===== config.mk =====
export PLATFORM = sky130hd
export DESIGN_NAME = mips_fetch_decode_pipe_flat
export DESIGN_NICKNAME = d
export VERILOG_FILES = /design/src/rtl/mips_fetch_decode_pipe_pkg.sv /design/src/rtl/mips_fetch_decode_pipe_if.sv /design/src/rtl/mips_fetch_decode_pipe_hazard.sv /design/src/rtl/mips_fetch_decode_pipe.sv /design/src/flat_wrapper.sv
export SDC_FILE = /design/constraint.sdc
export NUM_CORES = 1
export LEC_CHECK = 0
export BUFFER_PORTS_ARGS = -buffer_cell sky130_fd_sc_hd__buf_2
export CAP_MARGIN = 40
export CORE_MARGIN = 5
export CORE_UTILIZATION = 50
export CTS_BUF_LIST = sky130_fd_sc_hd__clkbuf_8
export DETAILED_ROUTE_END_ITERATION = 7
export GPL_TIMING_DRIVEN = 0
export PLACE_DENSITY = 0.79
export SYNTH_ARGS = -nofsm -noshare
export SYNTH_HDL_FRONTEND = slang
export SYNTH_SLANG_ARGS = --single-unit
export TNS_END_PERCENT = 20

===== constraint.sdc =====
create_clock -name clk -period 2.5 [get_ports clk]
set_input_delay 0.125 -clock clk [delete_from_list [all_inputs] [get_ports clk]]
set_output_delay 0.125 -clock clk [all_outputs]
set_load 0.1 [all_outputs]

===== src/rtl/mips_fetch_decode_pipe_pkg.sv =====
// Shared constants for the MIPS front end: default widths, NOP encoding,
// and helpers that derive field offsets and the PC increment from the widths.
package mips_pkg;

  localparam int DEF_INSTR_W    = 16;
  localparam int DEF_ADDR_W     = 16;
  localparam int DEF_REG_ADDR_W = 3;
  localparam int DEF_OPC_W      = 4;
  localparam int DEF_RESET_PC   = 0;

  // The NOP is the all-zero word, so it is width-agnostic.
  localparam logic [DEF_INSTR_W-1:0] NOP_INSTR = '0;

  function automatic int pc_step(input int instr_w);
    return instr_w / 8;
  endfunction

  function automatic int rs_lsb(input int instr_w, input int opc_w, input int reg_w);
    return instr_w - opc_w - reg_w;
  endfunction

  function automatic int rt_lsb(input int instr_w, input int opc_w, input int reg_w);
    return instr_w - opc_w - 2 * reg_w;
  endfunction

endpackage


===== src/rtl/mips_fetch_decode_pipe_if.sv =====
// Instruction-memory fetch bus: the front end drives the address, the memory
// answers with data plus a valid flag (valid low means a wait state).
interface mips_fetch_decode_pipe_if #(
  parameter int ADDR_W  = 16,
  parameter int INSTR_W = 16
);
  logic [ADDR_W-1:0]  imem_addr;
  logic [INSTR_W-1:0] imem_rdata;
  logic               imem_valid;

  modport master (output imem_addr, input imem_rdata, input imem_valid);
  modport slave  (input imem_addr, output imem_rdata, output imem_valid);
endinterface


===== src/rtl/mips_fetch_decode_pipe_hazard.sv =====
// Load-use detector: flags when the instruction in IF/ID reads the register
// that a load currently in ID/EX will write. Register 0 is hardwired and never stalls.
module mips_hazard_unit #(
  parameter int REG_ADDR_W = 3
) (
  input  logic                  i_ifid_valid,
  input  logic                  i_idex_mem_read,
  input  logic [REG_ADDR_W-1:0] i_idex_rt,
  input  logic [REG_ADDR_W-1:0] i_ifid_rs,
  input  logic [REG_ADDR_W-1:0] i_ifid_rt,
  output logic                  o_hazard
);

  logic w_reg_match;

  assign w_reg_match = (i_idex_rt == i_ifid_rs) || (i_idex_rt == i_ifid_rt);
  assign o_hazard    = i_ifid_valid && i_idex_mem_read && (i_idex_rt != '0) && w_reg_match;

endmodule


===== src/rtl/mips_fetch_decode_pipe.sv =====
// MIPS front end: PC register, instruction fetch request and IF/ID register,
// with branch flush, downstream/load-use stall and memory wait-state bubbles.
module mips_fetch_decode_pipe
  import mips_pkg::*;
#(
  parameter int INSTR_W    = DEF_INSTR_W,
  parameter int ADDR_W     = DEF_ADDR_W,
  parameter int REG_ADDR_W = DEF_REG_ADDR_W,
  parameter int OPC_W      = DEF_OPC_W,
  parameter int RESET_PC   = DEF_RESET_PC
) (
  input  logic                  clk,
  input  logic                  rst,
  mips_fetch_decode_pipe_if.master imem,
  input  logic                  stall_i,
  input  logic                  branch_taken_i,
  input  logic [ADDR_W-1:0]     branch_target_i,
  input  logic                  idex_mem_read_i,
  input  logic [REG_ADDR_W-1:0] idex_rt_i,
  output logic [INSTR_W-1:0]    ifid_instr,
  output logic [ADDR_W-1:0]     ifid_pc_plus,
  output logic                  ifid_valid,
  output logic [REG_ADDR_W-1:0] ifid_rs,
  output logic [REG_ADDR_W-1:0] ifid_rt,
  output logic                  hazard_stall_o,
  output logic                  id_bubble_o
);

  localparam int                RS_LSB   = rs_lsb(INSTR_W, OPC_W, REG_ADDR_W);
  localparam int                RT_LSB   = rt_lsb(INSTR_W, OPC_W, REG_ADDR_W);
  localparam logic [ADDR_W-1:0] PC_STEP  = ADDR_W'(pc_step(INSTR_W));
  localparam logic [ADDR_W-1:0] PC_RESET = ADDR_W'(RESET_PC);
  localparam logic [INSTR_W-1:0] NOP     = '0;

  logic [ADDR_W-1:0]  r_pc;
  logic [INSTR_W-1:0] r_ifid_instr;
  logic [ADDR_W-1:0]  r_ifid_pc_plus;
  logic               r_ifid_valid;
  logic [ADDR_W-1:0]  w_pc_plus;
  logic               w_hazard;

  // Natural ADDR_W-bit overflow gives the required wrap from the top address to 0.
  assign w_pc_plus      = r_pc + PC_STEP;
  assign imem.imem_addr = r_pc;

  assign ifid_instr   = r_ifid_instr;
  assign ifid_pc_plus = r_ifid_pc_plus;
  assign ifid_valid   = r_ifid_valid;
  assign ifid_rs      = r_ifid_instr[RS_LSB +: REG_ADDR_W];
  assign ifid_rt      = r_ifid_instr[RT_LSB +: REG_ADDR_W];

  mips_hazard_unit #(
    .REG_ADDR_W (REG_ADDR_W)
  ) u_hazard (
    .i_ifid_valid    (r_ifid_valid),
    .i_idex_mem_read (idex_mem_read_i),
    .i_idex_rt       (idex_rt_i),
    .i_ifid_rs       (ifid_rs),
    .i_ifid_rt       (ifid_rt),
    .o_hazard        (w_hazard)
  );

  assign hazard_stall_o = w_hazard;
  assign id_bubble_o    = w_hazard || !r_ifid_valid;

  // A redirect beats any stall; a wait state only bubbles IF/ID while PC re-requests.
  always_ff @(posedge clk) begin
    if (rst) begin
      r_pc           <= PC_RESET;
      r_ifid_instr   <= NOP;
      r_ifid_pc_plus <= '0;
      r_ifid_valid   <= 1'b0;
    end else if (branch_taken_i) begin
      r_pc         <= branch_target_i;
      r_ifid_instr <= NOP;
      r_ifid_valid <= 1'b0;
    end else if (stall_i || w_hazard) begin
      r_pc           <= r_pc;
      r_ifid_instr   <= r_ifid_instr;
      r_ifid_pc_plus <= r_ifid_pc_plus;
      r_ifid_valid   <= r_ifid_valid;
    end else if (!imem.imem_valid) begin
      r_ifid_instr <= NOP;
      r_ifid_valid <= 1'b0;
    end else begin
      r_pc           <= w_pc_plus;
      r_ifid_instr   <= imem.imem_rdata;
      r_ifid_pc_plus <= w_pc_plus;
      r_ifid_valid   <= 1'b1;
    end
  end

endmodule

===== src/flat_wrapper.sv =====
// flat-port wrapper written by rule: the top's interface ports become plain ports
module mips_fetch_decode_pipe_flat import mips_pkg::*;
#(
  parameter int INSTR_W    = DEF_INSTR_W,
  parameter int ADDR_W     = DEF_ADDR_W,
  parameter int REG_ADDR_W = DEF_REG_ADDR_W,
  parameter int OPC_W      = DEF_OPC_W,
  parameter int RESET_PC   = DEF_RESET_PC
)
  (clk, rst, stall_i, branch_taken_i, branch_target_i, idex_mem_read_i, idex_rt_i, ifid_instr, ifid_pc_plus, ifid_valid, ifid_rs, ifid_rt, hazard_stall_o, id_bubble_o, imem_imem_addr, imem_imem_rdata, imem_imem_valid);
  mips_fetch_decode_pipe_if #(.ADDR_W(ADDR_W), .INSTR_W(INSTR_W)) imem_i ();
  input  logic clk;
  input  logic rst;
  input  logic stall_i;
  input  logic branch_taken_i;
  input  logic [ADDR_W-1:0] branch_target_i;
  input  logic idex_mem_read_i;
  input  logic [REG_ADDR_W-1:0] idex_rt_i;
  output logic [INSTR_W-1:0] ifid_instr;
  output logic [ADDR_W-1:0] ifid_pc_plus;
  output logic ifid_valid;
  output logic [REG_ADDR_W-1:0] ifid_rs;
  output logic [REG_ADDR_W-1:0] ifid_rt;
  output logic hazard_stall_o;
  output logic id_bubble_o;
  output wire logic [$bits(imem_i.imem_addr)-1:0] imem_imem_addr;
  input wire logic [$bits(imem_i.imem_rdata)-1:0] imem_imem_rdata;
  input wire logic [$bits(imem_i.imem_valid)-1:0] imem_imem_valid;
  assign imem_imem_addr = imem_i.imem_addr;
  assign imem_i.imem_rdata = imem_imem_rdata;
  assign imem_i.imem_valid = imem_imem_valid;
  mips_fetch_decode_pipe #(.INSTR_W(INSTR_W), .ADDR_W(ADDR_W), .REG_ADDR_W(REG_ADDR_W), .OPC_W(OPC_W), .RESET_PC(RESET_PC)) u_core (.clk(clk), .rst(rst), .imem(imem_i), .stall_i(stall_i), .branch_taken_i(branch_taken_i), .branch_target_i(branch_target_i), .idex_mem_read_i(idex_mem_read_i), .idex_rt_i(idex_rt_i), .ifid_instr(ifid_instr), .ifid_pc_plus(ifid_pc_plus), .ifid_valid(ifid_valid), .ifid_rs(ifid_rs), .ifid_rt(ifid_rt), .hazard_stall_o(hazard_stall_o), .id_bubble_o(id_bubble_o));
endmodule

==> impl_metrics.json <==
{
  "hold_depth": 3,
  "setup_violations": 0,
  "cts_tree": "yes",
  "min_period_ps": 2370,
  "floorplan.initialDensity_pct": 52.2,
  "overflow": 0,
  "drv_cap": 0,
  "slowest_delay_ps": 380,
  "wl_met1_mm": 3.41,
  "r2r_cells": 8,
  "gp_congestion": 0.855,
  "worstSetupPathType": "reg -> out",
  "synth_area_per_cell_um2": 8.70,
  "dr.pass1.iters": 5,
  "ios": 98,
  "grt_max_degree": 16,
  "cts_buffer_depth": 2,
  "antenna_left": 0,
  "crit_slowest_cell": "buf_1",
  "worst_hold_path_type": "in -> reg",
  "fp-row-count": 25,
  "setup_ws_ps": 126,
  "wirelength_mm": 7.57,
  "n_antenna_cell": 0,
  "holdPathEnd": "u_core.imem.imem_addr[0]$_SDFFE_PP0P_",
  "via_per_inst": 5.77,
  "finalCritPeriodShare_pct": 95.0,
  "yosysTopAreaCell": "dfxtp_1",
  "wl_per_cell_um": 16.6,
  "port_buffers": 95,
  "synth-edff-count": 0,
  "netlist_top_cells_area": "dfxtp_1 39%, a21oi_1 6.6%, nand4b_1 5.6%",
  "cts_root_buffer": "clkbuf_8",
  "drc_errors": 0,
  "r2r_end": "u_core.ifid_pc_plus[12]$_SDFFE_PP0P_",
  "place_inst": 449,
  "drive_above_1_share_pct": 34.9,
  "hp-start": "branch_target_i[0]",
  "r2r-start": "u_core.ifid_instr[9]$_SDFFE_PP0N_",
  "peakVddDrop_mv": 0.345,
  "ys_types": 44,
  "syn-cell-area_mm2": 0.00250,
  "r2r_slack_ps": 410,
  "whs_ps": 61.7,
  "post_cts_buffers": 0,
  "tightest_slew_ps": 553,
  "crit_top_cell": "buf_2",
  "grt_pass1_wl_mm": 11.7,
  "status": "complete, no violations",
  "finClkSkew_ps": 7.87,
  "synthFlopType": "dfxtp_1",
  "clk_latency_ps": 300,
  "slew_headroom_pct": 63.1,
  "wl_met2_mm": 3.50,
  "worstPathArrival_ps": 2250,
  "clk_pin_slew_worst_paths_ps": 90,
  "antenna_found_initial": 0,
  "synth_top_area_share_pct": 39.3,
  "cp-start-kind": "flip-flop",
  "grt_usage_pct": 22.9,
  "pre_cts_slack_ps": 405,
  "htreeDepth": 2,
  "fp.coreArea_mm2": 0.00479,
  "die_h_um": 80.7,
  "fp.dieW_um": 80.7,
  "worst-path-max-fanout": 10,
  "top_layer_used": "met4",
  "path_cells": "xor2_1 -> nor3_1 -> o21ai_2 -> buf_2 -> buf_1 -> nand2_1 -> buf_2",
  "p_leak_nw": 1.34,
  "nets": 431,
  "yosysWarnings": 0,
  "die_area_mm2": 0.00651,
  "num_vias": 2637,
  "wl_met3_um": 561,
  "area_delta_synth_final_pct": 26.8,
  "finalMaxSlewViolations": 0,
  "syn_nets": 329,
  "cts_made_buffers": 5,
  "p_per_area_mw_per_mm2": 591,
  "cts_hold_buf": 0,
  "synth_seq_area_share_pct": 39.3,
  "hold_violations": 0,
  "postCtsResizedCells": 0,
  "dp_hpwl_mm": 5.62,
  "first_iter_violations": 175,
  "cp-end-kind": "output pin",
  "fin_cells": 457,
  "tns_ps": 0,
  "cts_sinks": 49,
  "ys_ff_latch": 49,
  "grt_pass1_vias": 2345,
  "syn_inst": 287,
  "synth_async_sr_flop_share_pct": 0,
  "fmaxAchievable_ghz": 0.421,
  "cp.required_ps": 2380,
  "rsz0062_at_grt": "false"
}
power by group:
group | total (mW) | switching (mW) | leakage [nW] | internal [mW]
Sequential | 0.854 | 0.0362 | 0.405 | 0.817
Combinational | 0.518 | 0.406 | 0.881 | 0.112
Clock | 0.498 | 0.273 | 0.0512 | 0.225
Total | 1.87 | 0.716 | 1.34 | 1.15
flip-flops by register name, indices dropped and copies added (netlist names):
| register | flops |
|---|---|
| u_core.ifid_valid | 1 |
| u_core.imem.imem_addr | 16 |
| u_core.ifid_instr | 16 |
| u_core.ifid_pc_plus | 16 |
through the flow:
| step | utilization (%) | total power, mW | area (µm²) |
|---|---|---|---|
| 6_report | 66.1 | 1.87 | 3160 |
| 3_3_place_gp | 64.1 | 1.38 | 3070 |
| 4_1_cts | 66.1 | 1.87 | 3160 |
| 2_1_floorplan | - | 1.27 | 2510 |
| 3_5_place_dp | 64.1 | 1.39 | 3070 |
| 5_1_grt | 66.1 | 1.93 | 3160 |
cell type report:
cell class | count | area (µm²)
inverter | 7 | 26.3
multi-input combinational | 195 | 1310
clock buffer | 6 | 82.6
tap | 67 | 83.8
timing repair buffer | 95 | 478
clock inverter | 2 | 13.8
sequential | 49 | 991
fill | 424 | 1620
buffer | 36 | 176
worst max-delay path by stage:
stage	from	end	slack [ps]	cells after the start
6_report	u_core.ifid_instr[9]$_SDFFE_PP0N_	id_bubble_o	130	7
5_1_grt	u_core.ifid_instr[9]$_SDFFE_PP0N_	id_bubble_o	20	7
4_1_cts	u_core.ifid_instr[9]$_SDFFE_PP0N_	hazard_stall_o	60	7
3_5_place_dp	u_core.ifid_instr[9]$_SDFFE_PP0N_	hazard_stall_o	410	7
3_3_place_gp	u_core.ifid_instr[10]$_SDFFE_PP0N_	hazard_stall_o	430	7
2_1_floorplan	u_core.ifid_valid$_SDFFE_PP0N_	id_bubble_o	-4	5
layer usage:
metal,up-vias,track usage [%]
met4,0,6.59
met5,-,0
li1,1284,-
met3,9,4.26
met2,114,35.9
met1,1230,31.9
synth_stat cells (all sizes together) (5+ instances only):
| cell type | count |
|---|---|
| or4 | 8 |
| nand2 | 8 |
| inv | 7 |
| a311oi | 11 |
| dfxtp | 49 |
| a21oi | 33 |
| nor2 | 13 |
| xor2 | 16 |
| a211oi | 14 |
| nand3 | 6 |
| o21ai | 23 |
| and4 | 5 |
| o31ai | 8 |
| nand4b | 16 |
| nand4 | 5 |
| clkbuf | 16 |
| buf | 20 |
cells by family (layout without fill, tap and decap cells):
logic type      count (synthesis)  count (layout)  synth area share (%)
compound gates                 99              99                  25.4
flops                          49              49                  39.3
mux                             1               1                 0.401
buf+inv                        43             146                  8.12
xor+xnor                       19              19                  6.67
fa+ha+maj                       1               1                 0.501
simple gates                   75              75                  19.6
cell usage in the layout, fill, tap and decap left out, types with 2 or more instances in the layout:
cell	instances
nand4_1	5
nand2_1	6
o311a_1	3
xor2_1	16
dfxtp_1	41
o31ai_1	8
buf_4	8
a221oi_1	2
a311oi_1	11
clkbuf_1	16
clkbuf_8	6
buf_1	3
nand2_2	2
nand3_1	6
a21oi_1	33
dfxtp_2	8
and4_1	3
or4_1	8
inv_1	6
buf_2	103
nand2b_1	3
nor2_1	13
nand4b_1	16
nor3_1	2
o21ai_1	21
a211oi_1	14
o31a_1	2
nor4_1	2
xnor2_1	3
worst max-delay path: cells and delay by family, from the launching register on:
kind	cells	cell delay, ps
DFF	1	370
buffers and inverters	3	950
xor gates and xnor gates	1	180
and+or+nand+nor	2	180
AOI/OAI and AO/OA	1	250
Note: power is estimated with default switching activity, not from simulation.
